### src/rtl/odev_uart_tx.sv
// odev_uart_tx: CPU output-device UART transmitter.
// Stores from the CPU are queued in a small circular FIFO and shifted out
// as 8N1 frames on txd. A registered status byte reports full/empty/active
// and the occupancy count for software polling.
module odev_uart_tx #(
  parameter int CLKS_PER_BIT = 16,  // >= 2
  parameter int FIFO_DEPTH   = 4    // 2, 4, 8 or 16
) (
  input  logic       clk,
  input  logic       rst_bar,
  input  logic       wr_bar,
  input  logic [7:0] din,
  output logic [7:0] status,
  output logic       txd,
  output logic       busy,
  output logic       ovf
);

  localparam int PTR_W  = $clog2(FIFO_DEPTH);
  localparam int CNT_W  = PTR_W + 1;
  localparam int BAUD_W = $clog2(CLKS_PER_BIT);

  localparam logic [BAUD_W-1:0] BAUD_LAST = BAUD_W'(CLKS_PER_BIT - 1);
  localparam logic [CNT_W-1:0]  CNT_FULL  = CNT_W'(FIFO_DEPTH);

  typedef enum logic [1:0] {
    S_IDLE  = 2'd0,
    S_START = 2'd1,
    S_DATA  = 2'd2,
    S_STOP  = 2'd3
  } state_e;

  state_e              state_q, state_d;
  logic [BAUD_W-1:0]   baud_q, baud_d;
  logic [2:0]          bit_q, bit_d;
  logic [7:0]          shift_q, shift_d;
  logic [7:0]          mem_q [FIFO_DEPTH];
  logic [7:0]          mem_d [FIFO_DEPTH];
  logic [PTR_W-1:0]    head_q, head_d;
  logic [PTR_W-1:0]    tail_q, tail_d;
  logic [CNT_W-1:0]    count_q, count_d;
  logic                ovf_q, ovf_d;
  logic                busy_q, busy_d;
  logic [7:0]          status_q, status_d;

  logic full, empty, wr_acc, baud_last, pop;

  // Fullness is judged on the pre-edge count, so a write into a full FIFO
  // is dropped even if a pop happens on the same edge.
  assign full      = (count_q == CNT_FULL);
  assign empty     = (count_q == '0);
  assign wr_acc    = !wr_bar && !full;
  assign baud_last = (baud_q == BAUD_LAST);

  // State register plus FIFO and output registers; reset flushes everything.
  always_ff @(posedge clk or negedge rst_bar) begin
    if (!rst_bar) begin
      state_q  <= S_IDLE;
      baud_q   <= '0;
      bit_q    <= '0;
      shift_q  <= '0;
      mem_q    <= '{default: '0};
      head_q   <= '0;
      tail_q   <= '0;
      count_q  <= '0;
      ovf_q    <= 1'b0;
      busy_q   <= 1'b0;
      status_q <= 8'h40;
    end else begin
      state_q  <= state_d;
      baud_q   <= baud_d;
      bit_q    <= bit_d;
      shift_q  <= shift_d;
      mem_q    <= mem_d;
      head_q   <= head_d;
      tail_q   <= tail_d;
      count_q  <= count_d;
      ovf_q    <= ovf_d;
      busy_q   <= busy_d;
      status_q <= status_d;
    end
  end

  // Next-state logic for the frame sequencer. Pops use the pre-edge empty
  // flag, so a byte written this edge cannot be popped until the next one.
  always_comb begin
    state_d = state_q;
    baud_d  = baud_q;
    bit_d   = bit_q;
    shift_d = shift_q;
    pop     = 1'b0;
    case (state_q)
      S_IDLE: begin
        if (!empty) begin
          pop     = 1'b1;
          shift_d = mem_q[head_q];
          baud_d  = '0;
          bit_d   = '0;
          state_d = S_START;
        end
      end
      S_START: begin
        if (baud_last) begin
          baud_d  = '0;
          state_d = S_DATA;
        end else begin
          baud_d = baud_q + BAUD_W'(1);
        end
      end
      S_DATA: begin
        if (baud_last) begin
          baud_d = '0;
          if (bit_q == 3'd7) begin
            state_d = S_STOP;
          end else begin
            bit_d   = bit_q + 3'd1;
            shift_d = {1'b0, shift_q[7:1]};
          end
        end else begin
          baud_d = baud_q + BAUD_W'(1);
        end
      end
      S_STOP: begin
        if (baud_last) begin
          baud_d = '0;
          if (!empty) begin
            // Chain straight into the next frame with no idle bit.
            pop     = 1'b1;
            shift_d = mem_q[head_q];
            bit_d   = '0;
            state_d = S_START;
          end else begin
            state_d = S_IDLE;
          end
        end else begin
          baud_d = baud_q + BAUD_W'(1);
        end
      end
      default: state_d = S_IDLE;
    endcase
  end

  // FIFO pointers, occupancy, sticky overflow and the registered poll word.
  always_comb begin
    mem_d  = mem_q;
    tail_d = tail_q;
    head_d = head_q;
    ovf_d  = ovf_q;
    if (!wr_bar) begin
      if (!full) begin
        mem_d[tail_q] = din;
        tail_d        = tail_q + PTR_W'(1);
      end else begin
        ovf_d = 1'b1;
      end
    end
    if (pop) head_d = head_q + PTR_W'(1);
    count_d  = count_q + CNT_W'(wr_acc) - CNT_W'(pop);
    busy_d   = (state_d != S_IDLE) || (count_d != '0);
    status_d = {(count_d == CNT_FULL), (count_d == '0), (state_d != S_IDLE),
                5'(count_d)};
  end

  // Line driver: only START and DATA pull the line away from mark.
  always_comb begin
    txd = 1'b1;
    case (state_q)
      S_START: txd = 1'b0;
      S_DATA:  txd = shift_q[0];
      default: txd = 1'b1;
    endcase
  end

  assign status = status_q;
  assign busy   = busy_q;
  assign ovf    = ovf_q;

endmodule

### config.mk
export PLATFORM = sky130hd
export DESIGN_NAME = odev_uart_tx
export DESIGN_NICKNAME = d
export VERILOG_FILES = /design/src/rtl/odev_uart_tx.sv
export SDC_FILE = /design/constraint.sdc
export NUM_CORES = 1
export LEC_CHECK = 0
export BUFFER_PORTS_ARGS = -buffer_cell sky130_fd_sc_hd__buf_2
export CAP_MARGIN = 25
export CORE_UTILIZATION = 45
export CTS_CLUSTER_SIZE = 14
export DETAILED_ROUTE_END_ITERATION = 10
export PLACE_DENSITY = 0.62
export SLEW_MARGIN = 5
export SYNTH_ARGS = -nofsm -noshare
export SYNTH_HDL_FRONTEND = slang
export SYNTH_SLANG_ARGS = --single-unit
### constraint.sdc
create_clock -name clk -period 3.4 [get_ports clk]
set_clock_uncertainty 0.2 [all_clocks]
set_input_delay 0.17 -clock clk [delete_from_list [all_inputs] [get_ports clk]]
set_output_delay 0.17 -clock clk [all_outputs]
set_load 0.1 [all_outputs]
Word-level counts from Yosys, hierarchy flattened:

Index checks and enable logic that the tools add are counted.

* add/subtract/negate cells: 6
* $lt $le $gt $ge: 3
* equality and inequality tests: 11
* mux-type cells: 30
* bitwise logic cells: 4
* reduce and logical (&&, ||, !) cells: 15

Operator list (number)
* 2-to-1 mux 8 bit: 7
* bitwise mux 32 bit: 1
* case mux 8 bit (3 select lines): 1
* binary-select mux 8 bit (select 2 bit): 1
* demux 8 bit (select 2 bit): 1
* 2-to-1 mux 3 bit: 4
* 2-to-1 mux 2 bit: 5
* == test 3 bit, second input constant: 3
* case mux 3 bit (3 select lines): 1
* 2-to-1 mux 4 bit: 2
* inequality test 2 bit, second input constant: 4
* case mux 2 bit (4 select lines): 1
* case mux 4 bit (2 select lines): 1
* >= comparator 3 bit, second input constant: 2
* logical NOT 3 bit: 2
* NOT 2 -> 3 bit: 2
* nonzero test 3 bit: 2
* adder 2 x 1 -> 2 bit, second input constant: 2
* adder 4 x 1 -> 4 bit, second input constant: 1
* == test 2 bit, second input constant: 2
* == test 4 bit, second input constant: 1
* case mux 1 bit (2 select lines): 2
* AND reduction 2 bit: 2
* AND reduction 4 bit: 1
* 13 further kinds: 18

* register bits after elaboration: 64
* input port bits: 11

Logic depth before layout (Yosys ltp):

Gate-level depths: netlist of run 1.

* depth after elaboration: 7
* gate-level depth with buffers: 12
* depth with buffers taken out: 12

Worst setup path after synthesis of run 1:

Ideal clock, no wire load.

* path type: register to output
* from: register state_q[0]
* to: output port txd
* arrival: 3057 ps
* required time: 3030 ps
* slack: -27 ps
* cell stages (with the launch flop): 6
* path buffers: 2
* cells stage by stage: dfrtp_1 inv_1 ha_1 buf_6 buf_4 o21ai_0

* cells in the longest elaborated chain, start to end: 2
* elaborated cells between the ends (all ways): 3
* those cells by class: 2 x eq/ne; 1 x mux

Ends and longest elaborated chain
* from (decl): RTL line 33 `state_e state_q, state_d;`
* from (signal assigned): RTL line 70 `state_q <= state_d;`
* == test 2 bit or == test 2 x 1 -> 1 bit (tied branches): RTL line 167 `case (state_q)`
* case mux 1 bit (2 select lines) (*): RTL line 167
* to (decl): RTL line 14 `output logic txd,`

Every way passes the cells marked *; elsewhere a longest branch is shown, timed or not.

Worst setup path in the final report of run 1:

* from: register baud_q[0]
* to: register busy_q, in the netlist busy

* cells in the longest elaborated chain, start to end: 6
* elaborated cells between the ends (all ways): 11
* those cells by class: 1 x add/sub; 1 x eq/ne; 6 x mux; 3 x reduce/logical

Ends and longest elaborated chain
* from (decl): RTL line 34 `logic [BAUD_W-1:0] baud_q, baud_d;`
* from (signal assigned): RTL line 71 `baud_q <= baud_d;`
* == test 4 bit: RTL line 53 `assign baud_last = (baud_q == BAUD_LAST);`
* 2-to-1 mux 1 bit: RTL line 124 `if (baud_last) begin`
* case mux 1 bit (2 select lines): RTL line 92 `case (state_q)`
* named net pop: RTL line 46 `logic full, empty, wr_acc, baud_last, pop;`
* subtractor 3 x 1 -> 3 bit: RTL line 158 `count_d = count_q + CNT_W'(wr_acc) - CNT_W'(pop);`
* named net count_d[2]: RTL line 41 `logic [CNT_W-1:0] count_q, count_d;`
* nonzero test 3 bit: RTL line 159 `busy_d = (state_d != S_IDLE) || (count_d != '0);`
* logical OR 1 bit: RTL line 159
* named net busy_d: RTL line 43 `logic busy_q, busy_d;`
* to (signal assigned): RTL line 79 `busy_q <= busy_d;`
* to (decl): RTL line 43

The timed path passes the listed nets, and every way through them passes these cells.
A chain may end at the register's enable or synchronous reset.

==> impl_metrics.toml, run 1 <==
[run_status]
status = "finished clean"

[logic_synthesis]
synth-main-ff-cell = "dfrtp_1"
synth.avg_cell_area_um2 = 13.84
synth_edf_count = 0
async_reset_ff_share_pct = 100.0
synth_top_family_by_area = "multiplexers"
synth.distinct_cells = 46
synthCells = 219
synthSimpleGateAreaFrac_pct = 7.514
synth_compound_area_share_pct = 4.335
yosys.area_share.adder_pct = 6.441
ys_ff_latch = 61
synthDominantCellAreaShare_pct = 49.55
synthTopCellsByArea = "dfrtp_1 50%, mux2_1 12%, ha_1 5.8%"
yosysTopAreaCell = "dfrtp_1"
synthMuxAreaShare_pct = 25.23
synthesis.area_um2 = 3030
synth-seq-area-share_pct = 50.41
yosysWarnings = 0
synth_xor_area_share_pct = 1.445

[place]
port_buffers = 19
preCtsSetupSlack_ps = 398.3
placed_cell_area_um2 = 3162
dpl.hpwl_mm = 3.431
gp_congestion = 0.7200

[worst_setup_path]
critPathTopFamily = "adder cells"
cp.buffers_inverters = 1
max_stage_delay_ps = 410
end_kind = "flop"
cp.arrival_ps = 3020
start_kind = "flop"
worstPathRequired_ps = 3410
critPathSlowestCell = "nor3_1"
path_class = "reg -> reg"
crit_fanout = 5
crit_top_cell = "ha_1"
worstPathCellList = "ha_1 > a41oi_1 > nor3_1 > ha_1 > inv_1 > ha_1 > fa_1 > xor2_1 > xnor2_1 > nor3_1 > nand3_1"

[routing]
drcViolationCount = 0
ant_nets = 0
drt_first_pass_iters = 4
viasPerCell = 5.271
vias = 1750
wirelength_mm = 5.170
drt_iter0_markers = 69
wire_per_inst_um = 15.57

[timing]
max_slew.worst_pin.slew_ps = 722.8
rsz0062_at_grt = "false"
tns_ps = 0
period_share_pct = 88.59
relSlewSlack_pct = 51.82
fmax_ghz = 0.3320
fin_ws_ps = 388.1
holdWs_ps = 131.8
hold_violations = 0
drv_slew = 0
setup_viol = 0
min_period_ps = 3012

[cts]
postCtsHoldBufs = 10
clkLatencyLatePin_ps = 340
htree_num_levels = 3
ctsResizeCount = 0
cts_tree = "done"
cts.sinks = 61
cts_setup_buffers = 0
clock_path_buffers = 2
cts_buffers = 9
clk_pin_slew_ps = 80
clk_root_buffer_cell = "clkbuf_8"

[layout]
fin_util_pct = 54.63
final_cell_mix = "60 x dfrtp_1, 33 x mux2_1, 19 x buf_2"
syn2layout_area_growth_pct = 15.77
layout_commonest_cell = "dfrtp_1"
fin_area_um2 = 3508
nets = 276
drive_above_1_share_pct = 25.88
diodes = 0

[global_route]
antenna_found_initial = 0
grt_max_degree = 28
grt_first_pass_wirelength_mm = 9.059
gr-usage-all-layers_pct = 17.19
grt_pass1_vias = 1784
grt_remaining_overflow = 0

[floorplan]
die_h_um = 84.06
rows = 29
io_pins = 22
initial_core_util_pct = 47.18
dieArea_um2 = 7066
core_area_um2 = 6422
die_width_um = 84.06

[pwr]
leakagePower_uw = 0.001601
p_per_area_nw_per_um2 = 765.4
irDropWorstVdd_mv = 0.4226

[run]
max-cap-violations = 0

[hold_path]
holdCritPathClass = "in -> async"
==> report_power, final <==
part           leakage, µW  switching [µW]  internal (µW)
clock             0.000116             305            490
combinational     0.000745             463            323
sequential        0.000740             137            968
==> flip-flops by register name, summed over array words and instances (netlist names), 2 cells and up <==
signal,count
head_q,2
mem_q,32
bit_q,3
shift_q,8
tail_q,2
count_q,2
baud_q,4
status,4
state_q,2
==> routing by layer <==
layer  wire length, µm  vias up  track usage [%]  part of all wire [%]
met4               129        0            9.875                   2.5
met1              2490      888            22.72                    48
met5                 0        -                0                     0
met3                97       11            3.363                   1.9
li1                  -      831                -                     -
met2              2453       20            26.45                    47
==> through the flow <==
step / power, µW / instances
3_3_place_gp: 1877 / 305
5_1_grt: 2838 / 332
4_1_cts: 2713 / 332
6_report: 2685 / 332
3_5_place_dp: 1899 / 306
2_1_floorplan: 1741 / 220
==> final cells by class <==
type,instances,area (µm²)
clock buffer,9,123.9
inverter,10,37.54
fill,549,2914
clock inverter,7,122.6
multi-input combinational,136,1370
sequential,61,1528
timing repair buffer,32,230.2
tap,77,96.34
==> kinds of logic after synthesis <==
kind of cell	Yosys count
adder cells (fa/ha/maj)	15
multiplexers	57
flip-flops	61
other	1
buffers and inverters	23
XOR/XNOR	5
AND/OR/NAND/NOR	38
AO/OA/AOI/OAI	19
==> path summary, 6_finish.rpt <==
check,from,to,slack [ps],depth (start not counted)
max,baud_q[0],busy,390,11
min,rst_bar,baud_q[3],130,2
max reg2reg,baud_q[0],busy,390,11
min reg2reg,ovf,ovf,280,1
max in group asynchronous,rst_bar,mem_q[28],2090,4
min in group clk,ovf,ovf,280,1
==> cells in the mapped netlist (2+ instances only) <==
cell type / count
a21bo_1: 2
a21oi_1: 2
a41oi_1: 2
and2_1: 4
buf_4: 7
buf_6: 3
dfrtp_1: 60
ha_1: 14
inv_1: 10
mux2_1: 33
mux2_2: 7
mux2_4: 8
mux4_2: 7
nand2_1: 9
nand3_1: 4
nor2_1: 5
nor2b_1: 2
nor3_1: 5
o21ai_0: 5
xnor2_1: 3
xor2_1: 2
Note: power is estimated with default switching activity, not from simulation.
==> run 2: changes to the inputs <==
--- a/config.mk
+++ b/config.mk
@@ -10,7 +10,6 @@
 export CORE_UTILIZATION = 45
 export CTS_CLUSTER_SIZE = 14
 export DETAILED_ROUTE_END_ITERATION = 10
-export PLACE_DENSITY = 0.62
 export SLEW_MARGIN = 5
 export SYNTH_ARGS = -nofsm -noshare
 export SYNTH_HDL_FRONTEND = slang
==> run 2 against run 1 <==
Compared with the run above: wire length grew 1.5%; critical path depth is the same; total power shrank 3.8%; clock power shrank 13%; combinational power grew 0.6%; sequential power is essentially flat; first-iteration DRC count shrank 36%; largest power group unchanged.
==> impl_metrics.toml, run 2 (synthesis results as in run 1) <==
[cts]
clkLatencyLatePin_ps = 340
clk_pin_slew_ps = 70
cts.sinks = 61
ctsResizeCount = 0
cts_buffers = 9
htree_num_levels = 3
clk_root_buffer_cell = "clkbuf_8"
clock_path_buffers = 2
cts_tree = "done"

[layout]
top_regs = "mem_q (32), shift_q (8)"
largest_reg_flops = 32
diodes = 0
nets = 277
regMostFlops = "mem_q"
nFillCells = 561
layout_commonest_cell = "dfrtp_1"
drive_above_1_share_pct = 26.17
seqCellArea_um2 = 1528
syn2layout_area_growth_pct = 15.11
multi_input_area_um2 = 1370
final_cell_mix = "60 x dfrtp_1, 33 x mux2_1, 19 x buf_2"
stdcell_count = 333

[pwr]
intPower_uw = 1693
swShare_pct = 34.46
irDropWorstVdd_mv = 0.4889
leakagePower_uw = 0.001595
power_uw = 2583
clkPwrFrac_pct = 26.7
p_per_area_nw_per_um2 = 740.5
p_switching_uw = 890.1
pwr-share-comb_pct = 30.6
pwr-share-seq_pct = 42.7

[global_route]
grt_max_degree = 45
grt_remaining_overflow = 0
grt_first_pass_wirelength_mm = 9.025
grt_pass1_vias = 1754
antenna_found_initial = 0
gr-usage-all-layers_pct = 16.99

[place]
place_inst = 306
dpl.hpwl_mm = 3.542
port_buffers = 19
gp_congestion = 0.7140

[floorplan]
die_width_um = 84.06
core_area_um2 = 6422
initial_core_util_pct = 47.18
rows = 29
die_h_um = 84.06
io_pins = 22
dieArea_um2 = 7066

[worst_setup_path]
worstPathRequired_ps = 3400
worst-r2r-setup-slack_ps = 400
end_kind = "flop"
start_kind = "flop"
cp.arrival_ps = 3000
path_class = "reg -> reg"
crit_fanout = 5

[timing]
drv_slew = 0
max_slew.worst_pin.slew_ps = 716.7
tns_ps = 0
hold_violations = 0
setup_viol = 0
period_share_pct = 88.29
rsz0062_at_grt = "false"
min_period_ps = 3002
fmax_ghz = 0.3331
relSlewSlack_pct = 52.22

[run_status]
status = "finished clean"

[routing]
drt_first_pass_iters = 4
vias = 1725
drt_iter0_markers = 44
ant_nets = 0
drcViolationCount = 0
wirelength_mm = 5.250
viasPerCell = 5.180
wire_per_inst_um = 15.77

[run]
max-cap-violations = 0

[hold_path]
holdCritPathClass = "in -> async"
## run 2: layout make-up
class / instances / share of cell area [%]
Clock buffer: 12 / 4.735
Clock inverter: 4 / 1.542
Inverter: 10 / 1.076
Multi-Input combinational cell: 136 / 39.28
Sequential cell: 61 / 43.79
Tap cell: 77 / 2.762
Timing Repair Buffer: 33 / 6.815
## run 2: routing by layer
metal	vias up	GRT usage, %	routed length [µm]
met5	-	0	0
met4	0	7.524	91
met3	8	5.045	143
met2	19	25.04	2429
met1	863	23.24	2585
li1	835	-	-
## run 2: worst max-delay path, cell delays in order (launching register included)
cell     delay, ps
dfrtp_1        390
ha_1           270
a41oi_1        150
nor3_1         390
ha_1           180
inv_1           40
ha_1           180
fa_1           380
xor2_1         180
xnor2_1        160
nor3_1         240
nand3_1        110
## run 2: path summary, 6_finish.rpt
| check | start | endpoint | cells after the start |
|---|---|---|---|
| worst max register to register | baud_q[0] | busy | 11 |
| worst max-delay path | baud_q[0] | busy | 11 |
| max in group asynchronous | rst_bar | mem_q[17] | 4 |
| worst min-delay path | rst_bar | baud_q[3] | 2 |
| min in group clk | mem_q[10] | mem_q[10] | 1 |
| worst min register to register | mem_q[10] | mem_q[10] | 1 |
## run 2: power groups by stage
stage | Clock (µW) | Sequential (µW) | Combinational (µW)
after floorplan | 0 | 1290 | 454
after global placement | 0 | 1110 | 776
after detailed placement | 0 | 1120 | 790
after CTS | 713 | 1100 | 801
after global routing | 737 | 1140 | 860
final | 690 | 1100 | 790
## run 2: what timing repair did
item,CTS,global route
hold buffers,10,0
setup buffers,0,0
hold endpoints to repair,76,0
## run 2: metrics by stage
stage,hold slack (ps),setup WS (ps),utilization [%],instance area [µm²]
floorplan,-325.6,14.74,-,3034
global placement,182.4,495.4,49.04,3149
detailed placement,187.1,400.0,49.04,3149
CTS,284.1,384.0,54.00,3468
global route,4.376,115.3,54.32,3488
finish,0.9174,398.2,54.32,3488
